===== src/rtl/r5p_gpio_debounce.sv =====
// rtl/r5p_gpio_debounce.sv - GPIO pad synchroniser, debounce filter and edge pulse generator
module r5p_gpio_debounce #(
    parameter int GW       = 32,
    parameter int SYN      = 2,
    parameter int PRESCALE = 1000,
    parameter int CNT      = 4
) (
    input  logic          clk,
    input  logic          rst,
    input  logic [GW-1:0] pad_i,
    input  logic [GW-1:0] cfg_byp,
    output logic [GW-1:0] gpio_i,
    output logic [GW-1:0] rise,
    output logic [GW-1:0] fall
);

    // Prescaler and stability counter widths, never narrower than one bit
    localparam int PW = (PRESCALE > 1) ? $clog2(PRESCALE) : 1;
    localparam int CW = (CNT > 1) ? $clog2(CNT) : 1;

    localparam logic [PW-1:0] PRE_MAX = PW'(PRESCALE - 1);
    localparam logic [CW-1:0] CNT_MAX = CW'(CNT - 1);

    // Synchroniser chain; stage SYN-1 is the metastability-safe copy of the pads
    logic [GW-1:0] sync_q [SYN];
    logic [GW-1:0] sync_d [SYN];
    logic [GW-1:0] sync;

    // Shared sample tick
    logic [PW-1:0] pre_q;
    logic [PW-1:0] pre_d;
    logic          tick;

    // Per-bit stability counters and the filtered level
    logic [CW-1:0] cnt_q [GW];
    logic [CW-1:0] cnt_d [GW];
    logic [GW-1:0] gpio_q;
    logic [GW-1:0] gpio_d;

    // Edge pulses registered alongside the level they describe
    logic [GW-1:0] rise_q;
    logic [GW-1:0] rise_d;
    logic [GW-1:0] fall_q;
    logic [GW-1:0] fall_d;

    // Shift the pads through the synchroniser stages
    always_comb begin
        sync_d[0] = pad_i;
        for (int s = 1; s < SYN; s++) begin
            sync_d[s] = sync_q[s-1];
        end
    end

    assign sync = sync_q[SYN-1];

    // Free-running prescaler; with PRESCALE=1 it sits at 0 and tick stays high
    always_comb begin
        tick  = (pre_q == PRE_MAX);
        pre_d = tick ? '0 : pre_q + PW'(1);
    end

    // Per-bit filter: a new level is accepted only after CNT consecutive
    // ticks of disagreement; any agreement, on any clock, restarts the count
    always_comb begin
        gpio_d = gpio_q;
        for (int i = 0; i < GW; i++) begin
            cnt_d[i] = cnt_q[i];
            if (cfg_byp[i]) begin
                gpio_d[i] = sync[i];
                cnt_d[i]  = '0;
            end else if (sync[i] == gpio_q[i]) begin
                cnt_d[i] = '0;
            end else if (tick) begin
                if (cnt_q[i] == CNT_MAX) begin
                    gpio_d[i] = sync[i];
                    cnt_d[i]  = '0;
                end else begin
                    cnt_d[i] = cnt_q[i] + CW'(1);
                end
            end
        end
    end

    // Pulses come from the level change itself, so bypass and filter share them
    always_comb begin
        rise_d = ~gpio_q &  gpio_d;
        fall_d =  gpio_q & ~gpio_d;
    end

    // State registers; reset clears everything without producing pulses
    always_ff @(posedge clk) begin
        if (rst) begin
            for (int s = 0; s < SYN; s++) begin
                sync_q[s] <= '0;
            end
            for (int i = 0; i < GW; i++) begin
                cnt_q[i] <= '0;
            end
            pre_q  <= '0;
            gpio_q <= '0;
            rise_q <= '0;
            fall_q <= '0;
        end else begin
            for (int s = 0; s < SYN; s++) begin
                sync_q[s] <= sync_d[s];
            end
            for (int i = 0; i < GW; i++) begin
                cnt_q[i] <= cnt_d[i];
            end
            pre_q  <= pre_d;
            gpio_q <= gpio_d;
            rise_q <= rise_d;
            fall_q <= fall_d;
        end
    end

    assign gpio_i = gpio_q;
    assign rise   = rise_q;
    assign fall   = fall_q;

endmodule


===== config.mk =====
export PLATFORM = sky130hd
export DESIGN_NAME = r5p_gpio_debounce
export DESIGN_NICKNAME = d
export VERILOG_FILES = /design/src/rtl/r5p_gpio_debounce.sv
export SDC_FILE = /design/constraint.sdc
export NUM_CORES = 1
export LEC_CHECK = 0
export ABC_AREA = 1
export ABC_CLOCK_PERIOD_IN_PS = 2000
export CAP_MARGIN = 40
export CORE_MARGIN = 4
export CORE_UTILIZATION = 52
export CTS_BUF_LIST = sky130_fd_sc_hd__clkbuf_4 sky130_fd_sc_hd__clkbuf_8 sky130_fd_sc_hd__clkbuf_16
export CTS_CLUSTER_DIAMETER = 100
export DETAILED_ROUTE_END_ITERATION = 12
export GPL_TIMING_DRIVEN = 0
export HOLD_SLACK_MARGIN = 0.03
export PLACE_DENSITY = 0.79
export SYNTH_ARGS = -nofsm -noshare
export SYNTH_HDL_FRONTEND = slang
export SYNTH_SLANG_ARGS = --single-unit

===== constraint.sdc =====
create_clock -name clk -period 2 [get_ports clk]
set_input_delay 0.4 -clock clk [delete_from_list [all_inputs] [get_ports clk]]
set_output_delay 0.4 -clock clk [all_outputs]
set_load 0.05 [all_outputs]

==> flow_summary_export.csv, run 1 <==
group,metric,value,unit
floorplanning,die-width,140,um
yosys,synthesis.area,9080,um2
timing,period_share,0.954,
yosys,ys_seq_elements,234,
pwr,p_total,0.0101,W
yosys,synth_edf_count,0,
route,dr.pass1.iters,5,
setup_path,crit_chain,"dlygate4sd2_1",
timing,max_freq,524,MHz
floorplanning,boundaryPins,162,
yosys,yosysWarnings,0,
route,via_count,7887,
final_layout,final_cells,1603,
floorplanning,fp-row-count,48,
run,maxCapViolations,0,
floorplanning,initial_core_util,0.529,
clock_tree,clock_latency,0.51,ns
final_layout,diodes,0,
pwr,power.switching,0.00234,W
final_layout,mostFrequentLayoutCells,"nor2_1 (364), dfxtp_1 (234), inv_1 (144), nand2_1 (142), dlygate4sd2_1 (96)",
final_layout,fin_nets,1462,
setup_path,r2r_end,"cnt_q[0][2]",
placed_design,hpwl,15500,um
setup_path,cp-startpoint,"gpio_i[7]",
timing,skew,0.00817,ns
clock_tree,clk_pin_slew,0.06,ns
grt,grt_usage,0.217,
setup_path,crit_end,"gpio_i[7]",
setup_path,critPathBufInv,1,
placed_design,gp_congestion,0.825,
final_layout,drive_gt1_frac,0.0617,
run_status,status,"complete, no violations",
yosys,syn_nets,1275,
pwr,combPwrFrac,0.081,
pwr,sequentialPowerShare,0.485,
setup_path,crit_path_end_kind,"output port",
setup_path,arrival,1.51,ns
setup_path,path_delay_family,"buffers and inverters",
pwr,switching_share,0.232,
floorplanning,core_area,17200,um2
grt,first_global_vias,7469,
setup_path,cp_slowest_cell,"dlygate4sd2_1",
yosys,synthFlopType,"dfxtp_1",
clock_tree,numCtsBuffers,24,
worst_hold_path,hold_path_depth,2,
yosys,synthArstFlopShare,0,
clock_tree,ctsLongestPathBuffers,3,
setup_path,start_kind,"flip-flop",
timing,maxSlewHeadroom,0.523,
setup_path,path_max_fanout,6,
clock_tree,clock_sinks,234,
route,wire_per_inst,13.6,um
clock_tree,root_buffer,"clkbuf_16",
setup_path,r2r_start,"pre_q[0]",
pwr,power.leakage,5.82,nW
grt,grt_max_degree,14,
pwr,ir_drop,0.599,mV
timing,hold_viol,0,
final_layout,post-route-util,0.678,
timing,setup_viol,0,
setup_path,crit_path_max_incr_delay,0.58,ns
yosys,synth_cells,1176,
setup_path,crit_type,"flip-flop to output port",
floorplanning,dieArea,19600,um2
grt,overflow,0,
grt,grt_pass1_wl,35700,um
grt,grt_antenna_before_repair,1,
placed_design,port_buffers,161,
clock_tree,h-tree-depth,1,
clock_tree,cts_tree,"yes",
yosys,yosysSeqAreaShare,0.516,
route,drc,0,
pwr,intPower,0.00774,W
floorplanning,die_h,140,um
pwr,powerDensity,865,nW/um2
route,routed_via_density,4.92,
setup_path,worst-path-stages,1,
route,wl,21800,um
setup_path,ff2ff_path_depth,8,
final_layout,layout_commonest_cell,"nor2_1",
pwr,clockPowerShare,0.434,
final_layout,area_delta_synth_final,28.3,%
timing,slew_viol_final,0,
route,drt-initial-drc-count,434,
worst_hold_path,min_path_type,"flip-flop to flip-flop",
placed_design,dp_cells,1562,
timing,rsz0062_at_grt,"false",
yosys,syn_avg_cell_area,7.72,um2
yosys,synth_cell_type_count,27,
setup_path,r2r_slack,0.24,ns
route,antenna_left,0,
setup_path,worstPathRequired,1.60,ns
timing,finalCriticalPeriod,1.91,ns
timing,tightestPinTransition,0.716,ns
cells in the mapped netlist, types with 4 or more instances:
cell type | count | share of area
nand2_1 | 142 | 0.059
o211ai_1 | 26 | 0.021
or2_2 | 11 | 0.0076
nand4_1 | 34 | 0.023
o21ai_0 | 53 | 0.029
inv_1 | 144 | 0.060
nor2_1 | 364 | 0.15
o21bai_1 | 13 | 0.011
ha_1 | 33 | 0.045
buf_1 | 4 | 0.0017
nand3b_1 | 32 | 0.026
clkbuf_1 | 17 | 0.0070
dfxtp_1 | 234 | 0.52
a21oi_1 | 34 | 0.019
buf_2 | 19 | 0.010
registers in the layout (all words and copies together), names as in the netlist:
name    flops
rise       32
pre_q      10
sync_q     64
fall       32
cnt_q      64
gpio_i     32
kinds of logic (layout without fill, tap and decap cells):
family	Yosys count	count (layout)	share of synthesized area
DFF	234	234	0.516
adders and majority gates	33	33	0.0455
AOI/OAI and AO/OA	126	126	0.0802
buffers and inverters	188	390	0.0821
and+or+nand+nor	593	593	0.274
xor gates and xnor gates	2	2	0.00193
final cells by class:
type / count / area (um2)
fillers: 1463 / 5530
well taps: 225 / 282
inverters: 146 / 549
repair buffers: 161 / 1490
clock inverters: 2 / 10.0
multi-input cells: 754 / 3650
plain buffers: 42 / 203
clock buffers: 39 / 781
flip-flops and latches: 234 / 4680
how the worst min path moves through the flow:
stage	end	slack [ns]	start
after floorplan	sync_q[0][32]	0.39	sync_q[0][0]
after global placement	sync_q[0][58]	0.39	sync_q[0][26]
after detailed placement	sync_q[0][62]	0.39	sync_q[0][30]
after CTS	sync_q[0][4]	0.39	pad_i[4]
after global routing	sync_q[0][4]	0.41	pad_i[4]
final	sync_q[0][34]	0.40	sync_q[0][2]
repair_timing:
| item | in CTS | in global routing |
|---|---|---|
| buffers inserted | 0 | 0 |
| setup endpoints to repair | 107 | 15 |
| pin swaps | 0 | 0 |
| gates resized for setup | 99 | 2 |
| endpoints found under the hold margin | 0 | 0 |
| hold buffers | 0 | 0 |
power groups by stage:
stage / Combinational, W / Clock, W / Sequential, W
2_1_floorplan: 0.000300 / 0 / 0.00518
3_3_place_gp: 0.000846 / 0 / 0.00498
3_5_place_dp: 0.000859 / 0 / 0.00499
4_1_cts: 0.000826 / 0.00443 / 0.00488
5_1_grt: 0.000894 / 0.00461 / 0.00490
6_report: 0.000818 / 0.00438 / 0.00488
stage by stage:
stage | area, um2 | hold slack (ns) | TNS [ns] | setup slack (ns)
after floorplan | 9080 | 0.388 | 0 | 0.556
after global placement | 11000 | 0.389 | -52.06 | -0.550
after detailed placement | 11000 | 0.393 | -54.66 | -0.623
after CTS | 11600 | 0.394 | 0 | 0.0337
after global routing | 11600 | 0.411 | 0 | 0.0406
final | 11600 | 0.395 | 0 | 0.0930
routing by layer:
layer / vias to the layer above / routed length [um] / track usage
met2: 207 / 10700 / 0.390
li1: 4051 / - / -
met1: 3589 / 9310 / 0.268
met5: - / 13 / 0
met3: 38 / 1330 / 0.0427
met4: 2 / 437 / 0.0571
Power figures use the tool's default switching activity.
==> inputs of run 2 (changes only) <==
- PLACE_DENSITY: 0.79 -> 0.8
==> flow_summary_export.csv, run 2 (synthesis gave the netlist of run 1 again) <==
group,metric,value,unit
timing,worst_slack,0.0966,ns
worst_hold_path,min_path_type,"flip-flop to flip-flop",
route,antenna_left,0,
floorplanning,core_area,17200,um2
pwr,intPower,0.00793,W
grt,first_global_vias,7575,
pwr,power.leakage,5.84,nW
timing,setup_viol,0,
final_layout,drive_gt1_frac,0.0638,
clock_tree,clock_latency,0.50,ns
timing,skew,0.0109,ns
route,drt-initial-drc-count,340,
pwr,power.switching,0.00239,W
setup_path,crit_chain,"dlygate4sd2_1",
clock_tree,root_buffer,"clkbuf_16",
route,drc,0,
pwr,switching_share,0.232,
pwr,powerDensity,882,nW/um2
setup_path,cp_slowest_cell,"dlygate4sd2_1",
grt,overflow,0,
floorplanning,die_h,140,um
clock_tree,numCtsBuffers,24,
clock_tree,h-tree-depth,1,
floorplanning,die-width,140,um
route,via_count,7893,
timing,max_freq,525,MHz
setup_path,start_kind,"flip-flop",
final_layout,fin_nets,1462,
timing,period_share,0.952,
timing,rsz0062_at_grt,"false",
placed_design,place_area,11000,um2
clock_tree,cts_tree,"yes",
timing,finalCriticalPeriod,1.90,ns
run_status,status,"complete, no violations",
setup_path,path_max_fanout,6,
placed_design,port_buffers,161,
setup_path,path_delay_family,"buffers and inverters",
clock_tree,clock_sinks,234,
floorplanning,fp-row-count,48,
clock_tree,cts_setup_buffers,0,
timing,maxSlewHeadroom,0.525,
final_layout,nFillCells,1446,
pwr,clockPowerShare,0.447,
setup_path,crit_type,"flip-flop to output port",
placed_design,hpwl,15200,um
final_layout,top_regs,"cnt_q: 64 flops, sync_q: 64 flops",
final_layout,mostFrequentLayoutCells,"nor2_1 (364), dfxtp_1 (234), inv_1 (144), nand2_1 (142), dlygate4sd2_1 (96)",
grt,grt_usage,0.218,
route,wl,21800,um
pwr,sequentialPowerShare,0.473,
setup_path,arrival,1.50,ns
clock_tree,ctsLongestPathBuffers,3,
placed_design,place_ws,-0.488,ns
route,routed_via_density,4.92,
setup_path,critPathBufInv,1,
final_layout,design_area,11700,um2
final_layout,layout_commonest_cell,"nor2_1",
grt,grt_antenna_before_repair,0,
clock_tree,cts_resized,97,
timing,hold_viol,0,
pwr,combPwrFrac,0.079,
route,wire_per_inst,13.6,um
clock_tree,clk_pin_slew,0.06,ns
route,dr.pass1.iters,5,
clock_tree,hold_buffers,0,
final_layout,diodes,0,
pwr,ir_drop,0.611,mV
floorplanning,initial_core_util,0.529,
floorplanning,boundaryPins,162,
setup_path,crit_path_end_kind,"output port",
floorplanning,dieArea,19600,um2
grt,grt_max_degree,15,
run,maxCapViolations,0,
timing,tightestPinTransition,0.712,ns
timing,slew_viol_final,0,
placed_design,gp_congestion,0.829,
final_layout,area_delta_synth_final,28.9,%
setup_path,crit_path_max_incr_delay,0.59,ns
setup_path,worstPathRequired,1.60,ns
grt,grt_pass1_wl,35900,um
[run 2: cell type report]
cell class	count	area [um2]	area share
Inverter	146	549	0.0469
Sequential cell	234	4680	0.400
Multi-Input combinational cell	754	3650	0.312
Tap cell	225	282	0.0241
Timing Repair Buffer	161	1490	0.127
Clock inverter	8	96.3	0.00823
Clock buffer	35	744	0.0636
Buffer	42	204	0.0174
[run 2: stage by stage]
stage               cells   util  hold slack, ns  power [W]  setup TNS (ns)
floorplan            1176      -           0.388    0.00548               0
global route         1605  0.681           0.398     0.0107               0
detailed placement   1562  0.639           0.394    0.00584          -50.90
finish               1605  0.681           0.394     0.0103               0
CTS                  1605  0.681           0.392     0.0104               0
global placement     1562  0.639           0.389    0.00582          -49.95
[run 2: final timing paths]
kind / slack (ns) / cells past startpoint / start / endpoint
worst max-delay path: 0.1 / 1 / gpio_i[29] / gpio_i[29]
worst min-delay path: 0.39 / 2 / sync_q[0][12] / sync_q[0][44]
worst max register to register: 0.18 / 9 / pre_q[0] / gpio_i[18]
worst min register to register: 0.39 / 2 / sync_q[0][12] / sync_q[0][44]
[run 2: routing by layer]
layer,vias to the layer above,GRT usage,share of wire,wire length (um)
met5,-,0,0,0
met4,0,0.0428,0.015,332
met3,34,0.0464,0.067,1460
met2,213,0.395,0.49,10700
met1,3594,0.270,0.43,9320
li1,4052,-,-,-
[run 2: worst min-delay path, stage by stage (launching register included)]
cell	delay [ns]
dfxtp_1	0.29
inv_1	0.04
nor2_1	0.03
[run 2: power by group through the flow]
| stage | Combinational (W) | Clock [W] | Sequential (W) |
|---|---|---|---|
| CTS | 0.000821 | 0.00469 | 0.00488 |
| finish | 0.000815 | 0.00462 | 0.00488 |
| global placement | 0.000844 | 0 | 0.00498 |
| floorplan | 0.000300 | 0 | 0.00518 |
| global route | 0.000892 | 0.00490 | 0.00490 |
| detailed placement | 0.000855 | 0 | 0.00499 |
